`config.mk`:
```
export PLATFORM = sky130hd
export DESIGN_NAME = mac_rx_bank_ctrl
export DESIGN_NICKNAME = d
export VERILOG_FILES = /design/src/rtl/mac_rx_bank_ctrl.sv
export SDC_FILE = /design/constraint.sdc
export NUM_CORES = 1
export LEC_CHECK = 0
export CAP_MARGIN = 20
export CORE_ASPECT_RATIO = 1.4
export CORE_MARGIN = 1.5
export CORE_UTILIZATION = 45
export DETAILED_ROUTE_END_ITERATION = 10
export PLACE_DENSITY = 0.76
export SLEW_MARGIN = 15
export SYNTH_ARGS = -nofsm -noshare
export SYNTH_HDL_FRONTEND = slang
export SYNTH_SLANG_ARGS = --single-unit
```
`constraint.sdc`:
```
create_clock -name mac_clk_i -period 2.9 [get_ports mac_clk_i]
set_input_delay 0.29 -clock mac_clk_i [delete_from_list [all_inputs] [get_ports mac_clk_i]]
set_output_delay 0.29 -clock mac_clk_i [all_outputs]
set_load 0.005 [all_outputs]
```
`src/rtl/mac_rx_bank_ctrl.sv`:
```
// MAC receive to ping-pong buffer writer: allocates a free bank per packet, drops on no-bank/overflow.
// Write strobe/address combinational with the MAC word; read request registered; no backpressure beyond bank availability.
module mac_rx_bank_ctrl #(
  parameter int ADDR_W = 14,
  parameter int CNT_W  = 32
) (
  input  logic              mac_clk_i,
  input  logic              ARESETN,
  input  logic              mac_rxda_i,
  input  logic              mac_rxsop_i,
  input  logic              mac_rxeop_i,
  input  logic              mac_rxdv_i,
  output logic              mac_rxrqrd_o,
  output logic              wr_en_o,
  output logic              wr_bank_o,
  output logic [ADDR_W-1:0] wr_addr_o,
  input  logic [1:0]        rel_i,
  output logic [1:0]        bank_full_o,
  output logic [ADDR_W:0]   bank_len0_o,
  output logic [ADDR_W:0]   bank_len1_o,
  output logic [CNT_W-1:0]  pkt_cnt_o,
  output logic [CNT_W-1:0]  drop_cnt_o,
  output logic              ovf_o
);

  typedef enum logic [1:0] {S_IDLE, S_WR, S_DRAIN, S_COMMIT} state_t;

  localparam logic [ADDR_W-1:0] ADDR_MAX = '1;

  state_t            r_state;
  logic              r_sop_seen;
  logic              r_last_bank;
  logic              r_bank;
  logic              r_rqrd;
  logic [ADDR_W-1:0] r_addr;
  logic [1:0]        r_full;
  logic [ADDR_W:0]   r_len0;
  logic [ADDR_W:0]   r_len1;
  logic [CNT_W-1:0]  r_pkt_cnt;
  logic [CNT_W-1:0]  r_drop_cnt;

  logic              w_in_wr;
  logic              w_sop;
  logic              w_eop;
  logic              w_wr_en;
  logic              w_ovf;
  logic [ADDR_W-1:0] w_addr;
  logic [ADDR_W:0]   w_len;

  assign w_in_wr = (r_state == S_WR);
  assign w_sop   = mac_rxdv_i & mac_rxsop_i;
  assign w_eop   = mac_rxdv_i & mac_rxeop_i;
  assign w_wr_en = w_in_wr & (r_sop_seen | w_sop) & mac_rxdv_i;
  // A start-of-packet always lands at word 0, even when it restarts a partial packet.
  assign w_addr  = (w_in_wr & w_sop) ? '0 : r_addr;
  assign w_ovf   = w_wr_en & ~mac_rxeop_i & (w_addr == ADDR_MAX);
  assign w_len   = {1'b0, w_addr} + (ADDR_W + 1)'(1);

  assign mac_rxrqrd_o = r_rqrd;
  assign wr_en_o      = w_wr_en;
  assign wr_bank_o    = r_bank;
  assign wr_addr_o    = w_addr;
  assign bank_full_o  = r_full;
  assign bank_len0_o  = r_len0;
  assign bank_len1_o  = r_len1;
  assign pkt_cnt_o    = r_pkt_cnt;
  assign drop_cnt_o   = r_drop_cnt;
  assign ovf_o        = w_ovf;

  always_ff @(posedge mac_clk_i) begin
    if (!ARESETN) begin
      r_state     <= S_IDLE;
      r_sop_seen  <= 1'b0;
      r_last_bank <= 1'b1;
      r_bank      <= 1'b0;
      r_rqrd      <= 1'b0;
      r_addr      <= '0;
      r_full      <= 2'b00;
      r_len0      <= '0;
      r_len1      <= '0;
      r_pkt_cnt   <= '0;
      r_drop_cnt  <= '0;
    end else begin
      // Releases apply in every state; a commit in the same cycle overrides below.
      r_full <= r_full & ~rel_i;
      case (r_state)
        S_IDLE: begin
          r_rqrd <= 1'b0;
          if (mac_rxda_i) begin
            r_rqrd     <= 1'b1;
            r_addr     <= '0;
            r_sop_seen <= 1'b0;
            if (!r_full[~r_last_bank]) begin
              r_bank  <= ~r_last_bank;
              r_state <= S_WR;
            end else if (!r_full[r_last_bank]) begin
              r_bank  <= r_last_bank;
              r_state <= S_WR;
            end else begin
              r_state <= S_DRAIN;
            end
          end
        end
        S_WR: begin
          r_rqrd <= mac_rxda_i;
          if (w_sop) r_sop_seen <= 1'b1;
          if (w_wr_en) begin
            if (w_eop) begin
              if (r_bank) r_len1 <= w_len;
              else        r_len0 <= w_len;
              r_state <= S_COMMIT;
            end else if (w_ovf) begin
              r_state <= S_DRAIN;
            end else begin
              r_addr <= w_addr + ADDR_W'(1);
            end
          end
        end
        S_DRAIN: begin
          r_rqrd <= mac_rxda_i;
          if (w_eop) begin
            r_drop_cnt <= r_drop_cnt + CNT_W'(1);
            r_rqrd     <= 1'b0;
            r_state    <= S_IDLE;
          end
        end
        S_COMMIT: begin
          r_full[r_bank] <= 1'b1;
          r_pkt_cnt      <= r_pkt_cnt + CNT_W'(1);
          r_last_bank    <= r_bank;
          r_rqrd         <= 1'b0;
          r_state        <= S_IDLE;
        end
        default: r_state <= S_IDLE;
      endcase
    end
  end

endmodule

```
==> metrics.md, run 1 <==
| Metric | Value |
|---|---|
| Critical path fanouts, max | `5` |
| Worst-case hold path end point | `bank_len1_o[11]$_SDFFE_PN0P_` |
| Count of state elements after synthesis | `approximately 120` |
| Logic pwr share | `0.035` |
| Type of the tightest min-delay check | `reg -> reg` |
| Synthesized net count | `644` |
| Clock Sinks | `116` |
| Layout cells sized above 1 | `0.0972` |
| Total area of multi-input combinational cells | `0.00273 mm^2` |
| Buffer type at the clock tree root | `sky130_fd_sc_hd__clkbuf_16` |
| Hold Vio Cnt, Final | `0` |
| Layout Area Growth over Synthesis | `41.4%` |
| Worst slew margin | `0.582` |
| Worst r2r dst | `r_addr[10]$_SDFFE_PN0P_` |
| Vias/cell | `~5.5` |
| Clock group share of total power | `0.590` |
| Max-slew violation total from the final report | `0` |
| Crit path arrival time | `approximately 2.5 ns` |
| Worst reg2reg setup slack | `around 0.40 ns` |
| Yosys warning total | `0` |
| Critical Setup Path Class | `in -> out` |
| Post-CTS clock slew at the launch and capture registers of the worst setup and hold paths | `~0.05 ns` |
| Area contributors post-synth | `sky130_fd_sc_hd__dfxtp_1 (44%), sky130_fd_sc_hd__xor2_1 (6.5%), sky130_fd_sc_hd__nand2_1 (5.8%)` |
| Synth Area per Inst | `between 8 and 9 um^2` |
| Synth Instances | `around 630` |
| Routed WL | `14600 um` |
| Number of maximum-capacitance violations | `0` |
| Portion of the clock cycle consumed by the worst path in the final layout | `0.952` |
| Core utilization of the finished layout | `0.654` |
| Hold Path Depth | `2` |
| Average detailed-routed wire length per instance | `15.7 um` |
| Primary FF master, synth | `sky130_fd_sc_hd__dfxtp_1` |
| Routability-driven placement congestion ratio | `0.937` |
| Clock tree buffer depth | `2` |
| Sequential Area | `roughly 0.0023 mm^2` |
| Fmax | `0.362 GHz` |
| Final ANT Viol Nets | `0` |
| Post-layout instance count excluding filler cells | `926` |
| Sequential group share of total power | `0.375` |
| Clock latency at the later pin of the worst-skew pair | `0.40 ns` |
| Number of remaining DRC errors | `0` |
| Depth of the CTS H-tree | `4` |
| Worst slack, placed | `-0.0218 ns` |
| Instance area after placement | `around 0.0067 mm^2` |
| Depth of the worst register-to-register path | `8` |
| Source of the worst hold timing path | `bank_len1_o[11]$_SDFFE_PN0P_` |
| Core Region | `0.0113 mm^2` |
| Internal Power | `roughly 3.5 mW` |
| Number of flops mapped to enable cells by yosys | `0` |
| Antenna violations before repair | `0` |
| Max IR drop VDD | `0.316 mV` |
| Horizontal die dimension | `approximately 94 um` |
| Net switching power | `831 uW` |
| Data required, critical path | `2.61 ns` |
| Synth async-reset ratio | `0` |
| Number of placed instances, taps included | `about 890` |
| Final antenna diode count | `0` |
| Yosys top cell area share | `0.443` |
| Count of port buffers added during placement | `around 120` |
| Number of buffers inserted during clock tree synthesis | `17` |
| Finish-stage setup viols | `0` |
| Initial core utilization | `0.463` |
| Detailed Route Iter0 Violations | `~190` |
| Total global-route track usage | `0.238` |
| Maximum number of pins on one net before global-route repair | `50` |
| Critical Path Start Type | `primary input` |
| R2r startpoint | `r_state[1]$_SDFFE_PN0P_` |
| Run status | `complete, no violations` |
| GRT Residual Overflow | `0` |
| Fill cell instance count of the final layout | `943` |
| Measured slew at the worst slew-check pin | `0.622 ns` |
| Die outline height | `between 100 and 150 um` |
| Leakage | `2.65 nW` |
| Library cell with the largest summed area after synthesis | `sky130_fd_sc_hd__dfxtp_1` |
| Smallest setup slack after layout | `0.139 ns` |
| Via total after detailed routing | `5053` |
| Post-Synthesis Cell Area | `0.00525 mm^2` |
| Library cells used by synthesis | `56` |
| CTS tree | `done` |
| Hold-fix buffers, CTS | `0` |
| Global-route wire length before repair | `between 20000 and 25000 um` |
| Proportion of total power due to net switching | `0.194` |
| Cell area power density | `around 580 mW/mm^2` |
| Die Footprint | `0.0123 mm^2` |
| Total number of placement rows | `46` |
| Crit path capture type | `output pin` |
| Register area share after synthesis | `0.443` |
| Layout Cell Area excl Fill | `between 0.007 and 0.008 mm^2` |
| Final Skew | `slightly below 0.005 ns` |
| Number of nets in the layout | `780` |
| Count of boundary I/O pins | `approximately 120` |
| Final critical path time including I/O delays and setup | `around 2.8 ns` |
| Via count of the first global-routing pass | `4818` |
| First-pass iteration count of the detailed router | `4` |
| HPWL Detailed | `10600 um` |
[registers in the layout, summed over array words and instances (netlist names), 2 cells and up]
name and count:
r_addr 14, pkt_cnt_o 32, bank_len0_o 15, drop_cnt_o 32
bank_full_o 2, bank_len1_o 15, r_state 2
[what timing repair did]
item / in CTS / in global routing
gates resized for setup: 0 / 4
endpoints found under the setup margin: 0 / 1
buffers inserted: 0 / 1
[per-stage QoR]
step	TNS (ns)	power [mW]	hold WS, ns
6_report	0	4.29	0.463
4_1_cts	0	4.32	0.462
5_1_grt	-0.0375	4.40	0.477
3_3_place_gp	0	1.79	0.443
2_1_floorplan	0	1.73	0.430
3_5_place_dp	-0.0529	1.79	0.451
[final cells by class]
cell class                 count  share of cell area
clock buffer                  18              0.0592
clock inverter                14              0.0378
inverter                      15             0.00759
multi-input combinational    473               0.368
sequential                   116               0.313
tap                          144              0.0243
timing repair buffer         146               0.190
[critical path, cell delays in order]
cell and delay (ns):
sky130_fd_sc_hd__clkdlybuf4s50_1 0.48, sky130_fd_sc_hd__nand4b_1 0.23, sky130_fd_sc_hd__and2_4 0.19, sky130_fd_sc_hd__ha_1 0.16, sky130_fd_sc_hd__buf_4 0.14, sky130_fd_sc_hd__nand2_1 0.08
sky130_fd_sc_hd__nor4_2 0.21, sky130_fd_sc_hd__nand2_1 0.12, sky130_fd_sc_hd__inv_1 0.08, sky130_fd_sc_hd__clkdlybuf4s50_1 0.49
[kinds of logic (layout without fill, tap and decap cells)]
logic type,after synthesis,after routing,share of synthesized area
AO/OA/AOI/OAI,92,92,0.104
XOR/XNOR,57,57,0.0952
adder cells (fa/ha/maj),3,3,0.00716
buffers and inverters,44,193,0.0415
flip-flops,116,116,0.443
multiplexers,3,3,0.00573
AND/OR/NAND/NOR,318,318,0.304
[metal layers]
metal	vias up	global-route usage	wire, um
met2	150	0.446	7960
met4	0	0.103	312
met5	-	0	0
li1	2466	-	-
met1	2414	0.256	5640
met3	23	0.0503	662
[cell usage after synthesis, types with 4 or more instances]
cell and number:
sky130_fd_sc_hd__a211oi_1 6, sky130_fd_sc_hd__or3_1 15, sky130_fd_sc_hd__a21oi_1 43, sky130_fd_sc_hd__xor2_1 39, sky130_fd_sc_hd__xnor2_1 18, sky130_fd_sc_hd__and4_1 7
sky130_fd_sc_hd__nand2_1 81, sky130_fd_sc_hd__buf_2 4, sky130_fd_sc_hd__dfxtp_1 116, sky130_fd_sc_hd__nor4_1 5, sky130_fd_sc_hd__nand3_1 48, sky130_fd_sc_hd__nor3_1 5
sky130_fd_sc_hd__nor2_1 75, sky130_fd_sc_hd__clkbuf_1 18, sky130_fd_sc_hd__inv_1 15, sky130_fd_sc_hd__o21ai_0 23, sky130_fd_sc_hd__and3_1 15, sky130_fd_sc_hd__and2_1 17
sky130_fd_sc_hd__nand2b_1 6, sky130_fd_sc_hd__nand4_1 24
[power by group through the flow]
| stage | clock network, mW | registers, mW | logic (mW) |
|---|---|---|---|
| 2_1_floorplan | 0 | 1.64 | 0.0891 |
| 3_3_place_gp | 0 | 1.64 | 0.145 |
| 3_5_place_dp | 0 | 1.64 | 0.147 |
| 4_1_cts | 2.56 | 1.61 | 0.148 |
| 5_1_grt | 2.63 | 1.61 | 0.165 |
| 6_report | 2.53 | 1.61 | 0.151 |
[cell usage in the layout (no fill, tap or decap), types with 4 or more instances in the layout]
cell / n
sky130_fd_sc_hd__a211oi_1: 6
sky130_fd_sc_hd__a21oi_1: 43
sky130_fd_sc_hd__and2_1: 15
sky130_fd_sc_hd__and3_1: 15
sky130_fd_sc_hd__and4_1: 7
sky130_fd_sc_hd__buf_4: 24
sky130_fd_sc_hd__bufinv_16: 8
sky130_fd_sc_hd__clkbuf_16: 17
sky130_fd_sc_hd__clkdlybuf4s50_1: 121
sky130_fd_sc_hd__dfxtp_1: 116
sky130_fd_sc_hd__inv_1: 14
sky130_fd_sc_hd__nand2_1: 81
sky130_fd_sc_hd__nand2b_1: 6
sky130_fd_sc_hd__nand3_1: 47
sky130_fd_sc_hd__nand4_1: 24
sky130_fd_sc_hd__nor2_1: 75
sky130_fd_sc_hd__nor3_1: 5
sky130_fd_sc_hd__nor4_1: 4
sky130_fd_sc_hd__o21ai_0: 23
sky130_fd_sc_hd__or3_1: 15
sky130_fd_sc_hd__xnor2_1: 18
sky130_fd_sc_hd__xor2_1: 39
[how the worst max path moves through the flow]
stage                                        end                     from  slack (ns)
floorplan           bank_len1_o[12]$_SDFFE_PN0P_  r_state[1]$_SDFFE_PN0P_        0.04
global placement         r_addr[10]$_SDFFE_PN0P_               mac_rxdv_i         0.1
detailed placement        r_addr[9]$_SDFFE_PN0P_               mac_rxdv_i       -0.02
CTS                                        ovf_o               mac_rxdv_i        0.11
global route                               ovf_o               mac_rxdv_i       -0.04
finish                                     ovf_o               mac_rxdv_i        0.14
Power figures use the tool's default switching activity.
==> run 2: changes to the inputs <==
- CORE_UTILIZATION: 45 -> 35
- PLACE_DENSITY: 0.76 -> not set
- SLEW_MARGIN: 15 -> not set
==> run 2 against run 1 <==
Critical path depth is 1 lower. First-iteration DRC count increased by 13%. Combinational power barely moved. Critical path type is now reg -> out.
==> metrics.md, run 2 (synthesis gave the netlist of run 1 again) <==
| Metric | Value |
|---|---|
| Max-slew violation total from the final report | `0` |
| Setup TNS after final layout | `0 ns` |
| Worst reg2reg setup slack | `0.41 ns` |
| Leakage | `2.60 nW` |
| Buffer type at the clock tree root | `sky130_fd_sc_hd__clkbuf_16` |
| Maximum number of pins on one net before global-route repair | `43` |
| Critical Path Start Type | `flip-flop` |
| Most frequent cell on the critical path | `sky130_fd_sc_hd__nand2_1` |
| HPWL Detailed | `around 11000 um` |
| First-pass iteration count of the detailed router | `5` |
| Crit path arrival time | `2.46 ns` |
| Number of remaining DRC errors | `0` |
| GRT Residual Overflow | `0` |
| Measured slew at the worst slew-check pin | `approximately 0.55 ns` |
| Hold-fix buffers, CTS | `0` |
| Run status | `complete, no violations` |
| Count of boundary I/O pins | `122` |
| Type of the tightest min-delay check | `reg -> reg` |
| Fmax | `between 0.3 and 0.4 GHz` |
| Most frequent standard cell in the layout excluding fill and tap cells | `sky130_fd_sc_hd__clkdlybuf4s50_1` |
| Core Region | `0.0146 mm^2` |
| Layout Area Growth over Synthesis | `39.9%` |
| Layout cells sized above 1 | `0.0958` |
| Critical Path, Cell by Cell | `nand4b_1 -> and2_1 -> ha_1 -> buf_4 -> nand2_1 -> nor4_2 -> nand2_1 -> inv_1 -> clkdlybuf4s50_1` |
| Average detailed-routed wire length per instance | `15.9 um` |
| Hold Vio Cnt, Final | `0` |
| Number of maximum-capacitance violations | `0` |
| Final Skew | `0.00953 ns` |
| Critical Setup Path Class | `reg -> out` |
| Clock Sinks | `116` |
| Final antenna diode count | `0` |
| Final critical path time including I/O delays and setup | `2.75 ns` |
| Via count of the first global-routing pass | `4971` |
| Depth of the worst register-to-register path | `8` |
| Max stage delay on crit path | `0.49 ns` |
| Die outline height | `148 um` |
| Clock tree buffer depth | `2` |
| Finish-stage setup viols | `0` |
| Via total after detailed routing | `5065` |
| Initial core utilization | `0.360` |
| Final ANT Viol Nets | `0` |
| Antenna violations before repair | `0` |
| Total number of placement rows | `between 50 and 60` |
| Post-CTS clock slew at the launch and capture registers of the worst setup and hold paths | `~0.050 ns` |
| Number of nets in the layout | `783` |
| Crit path capture type | `output pin` |
| Detailed Route Iter0 Violations | `213` |
| Clock latency at the later pin of the worst-skew pair | `approximately 0.41 ns` |
| Data required, critical path | `2.61 ns` |
| Worst slew margin | `0.633` |
| Global-route wire length before repair | `~25000 um` |
| Vias/cell | `5.21` |
| Cell area power density | `514 mW/mm^2` |
| Setup repair after global routing missed its margin | `no` |
| Total global-route track usage | `0.201` |
| Most frequent cells in the layout | `sky130_fd_sc_hd__clkdlybuf4s50_1 (121), sky130_fd_sc_hd__dfxtp_1 (115), sky130_fd_sc_hd__nand2_1 (81), sky130_fd_sc_hd__nor2_1 (75), sky130_fd_sc_hd__nand3_1 (48)` |
| Max IR drop VDD | `0.265 mV` |
| CTS tree | `done` |
| Hold Path Depth | `2` |
| Die Footprint | `0.0157 mm^2` |
| Number of buffers inserted during clock tree synthesis | `17` |
| Critical-path top delay cell | `sky130_fd_sc_hd__clkdlybuf4s50_1` |
| Depth of the CTS H-tree | `4` |
| Horizontal die dimension | `106 um` |
| Core utilization of the finished layout | `0.503` |
| Routed WL | `approximately 15000 um` |
| Routability-driven placement congestion ratio | `0.891` |
| Portion of the clock cycle consumed by the worst path in the final layout | `0.947` |
| Critical path fanouts, max | `5` |
| Count of port buffers added during placement | `roughly 120` |
==> run 2: area by class of cell <==
type	instances	area [um^2]
fill	1408	7240
multi-input combinational	473	2720
clock inverter	10	109
inverter	15	56.3
clock buffer	20	457
sequential	116	2320
timing repair buffer	149	1430
tap	189	236
==> run 2: timing repair <==
action | 4_1_cts | 5_1_grt
gates resized for setup | 0 | 3
buffers inserted | 0 | 1
setup endpoints to repair | 0 | 1
==> run 2: critical path: cells and delay by family (launching register included) <==
| kind | cells | cell delay [ns] |
|---|---|---|
| fa+ha+maj | 1 | 0.17 |
| simple gates | 5 | 0.82 |
| flops | 1 | 0.35 |
| buf+inv | 3 | 0.72 |
==> run 2: report_power, final <==
group,leakage (nW),switching [mW],total [mW],internal [mW]
sequential,0.935,0.00655,1.61,1.60
combinational,1.38,0.0973,0.151,0.0537
clock,0.277,0.719,2.01,1.29
==> run 2: per-stage QoR <==
step / hold slack (ns) / setup WS [ns] / area [um^2] / instances / power [mW]
floorplan: 0.430 / 0.0379 / 5250 / 633 / 1.73
global placement: 0.448 / 0.101 / 6750 / 941 / 1.79
detailed placement: 0.452 / 0.0383 / 6750 / 941 / 1.79
CTS: 0.460 / 0.0869 / 7320 / 971 / 3.83
global route: 0.472 / 0.00916 / 7340 / 972 / 3.92
finish: 0.456 / 0.153 / 7340 / 972 / 3.77
==> run 2: worst paths after layout <==
kind / start / to
worst max-delay path: r_state[1]$_SDFFE_PN0P_ / ovf_o
worst max register to register: r_state[1]$_SDFFE_PN0P_ / r_addr[9]$_SDFFE_PN0P_
worst min-delay path: bank_len1_o[1]$_SDFFE_PN0P_ / bank_len1_o[1]$_SDFFE_PN0P_
worst min register to register: bank_len1_o[1]$_SDFFE_PN0P_ / bank_len1_o[1]$_SDFFE_PN0P_
==> run 2: layer usage <==
layer  track usage  part of all wire  vias to the layer above
li1              -                 -                     2469
met1         0.220              0.40                     2440
met5             0                 0                        -
met4        0.0760             0.016                        0
met2         0.377              0.54                      132
met3        0.0388             0.045                       24
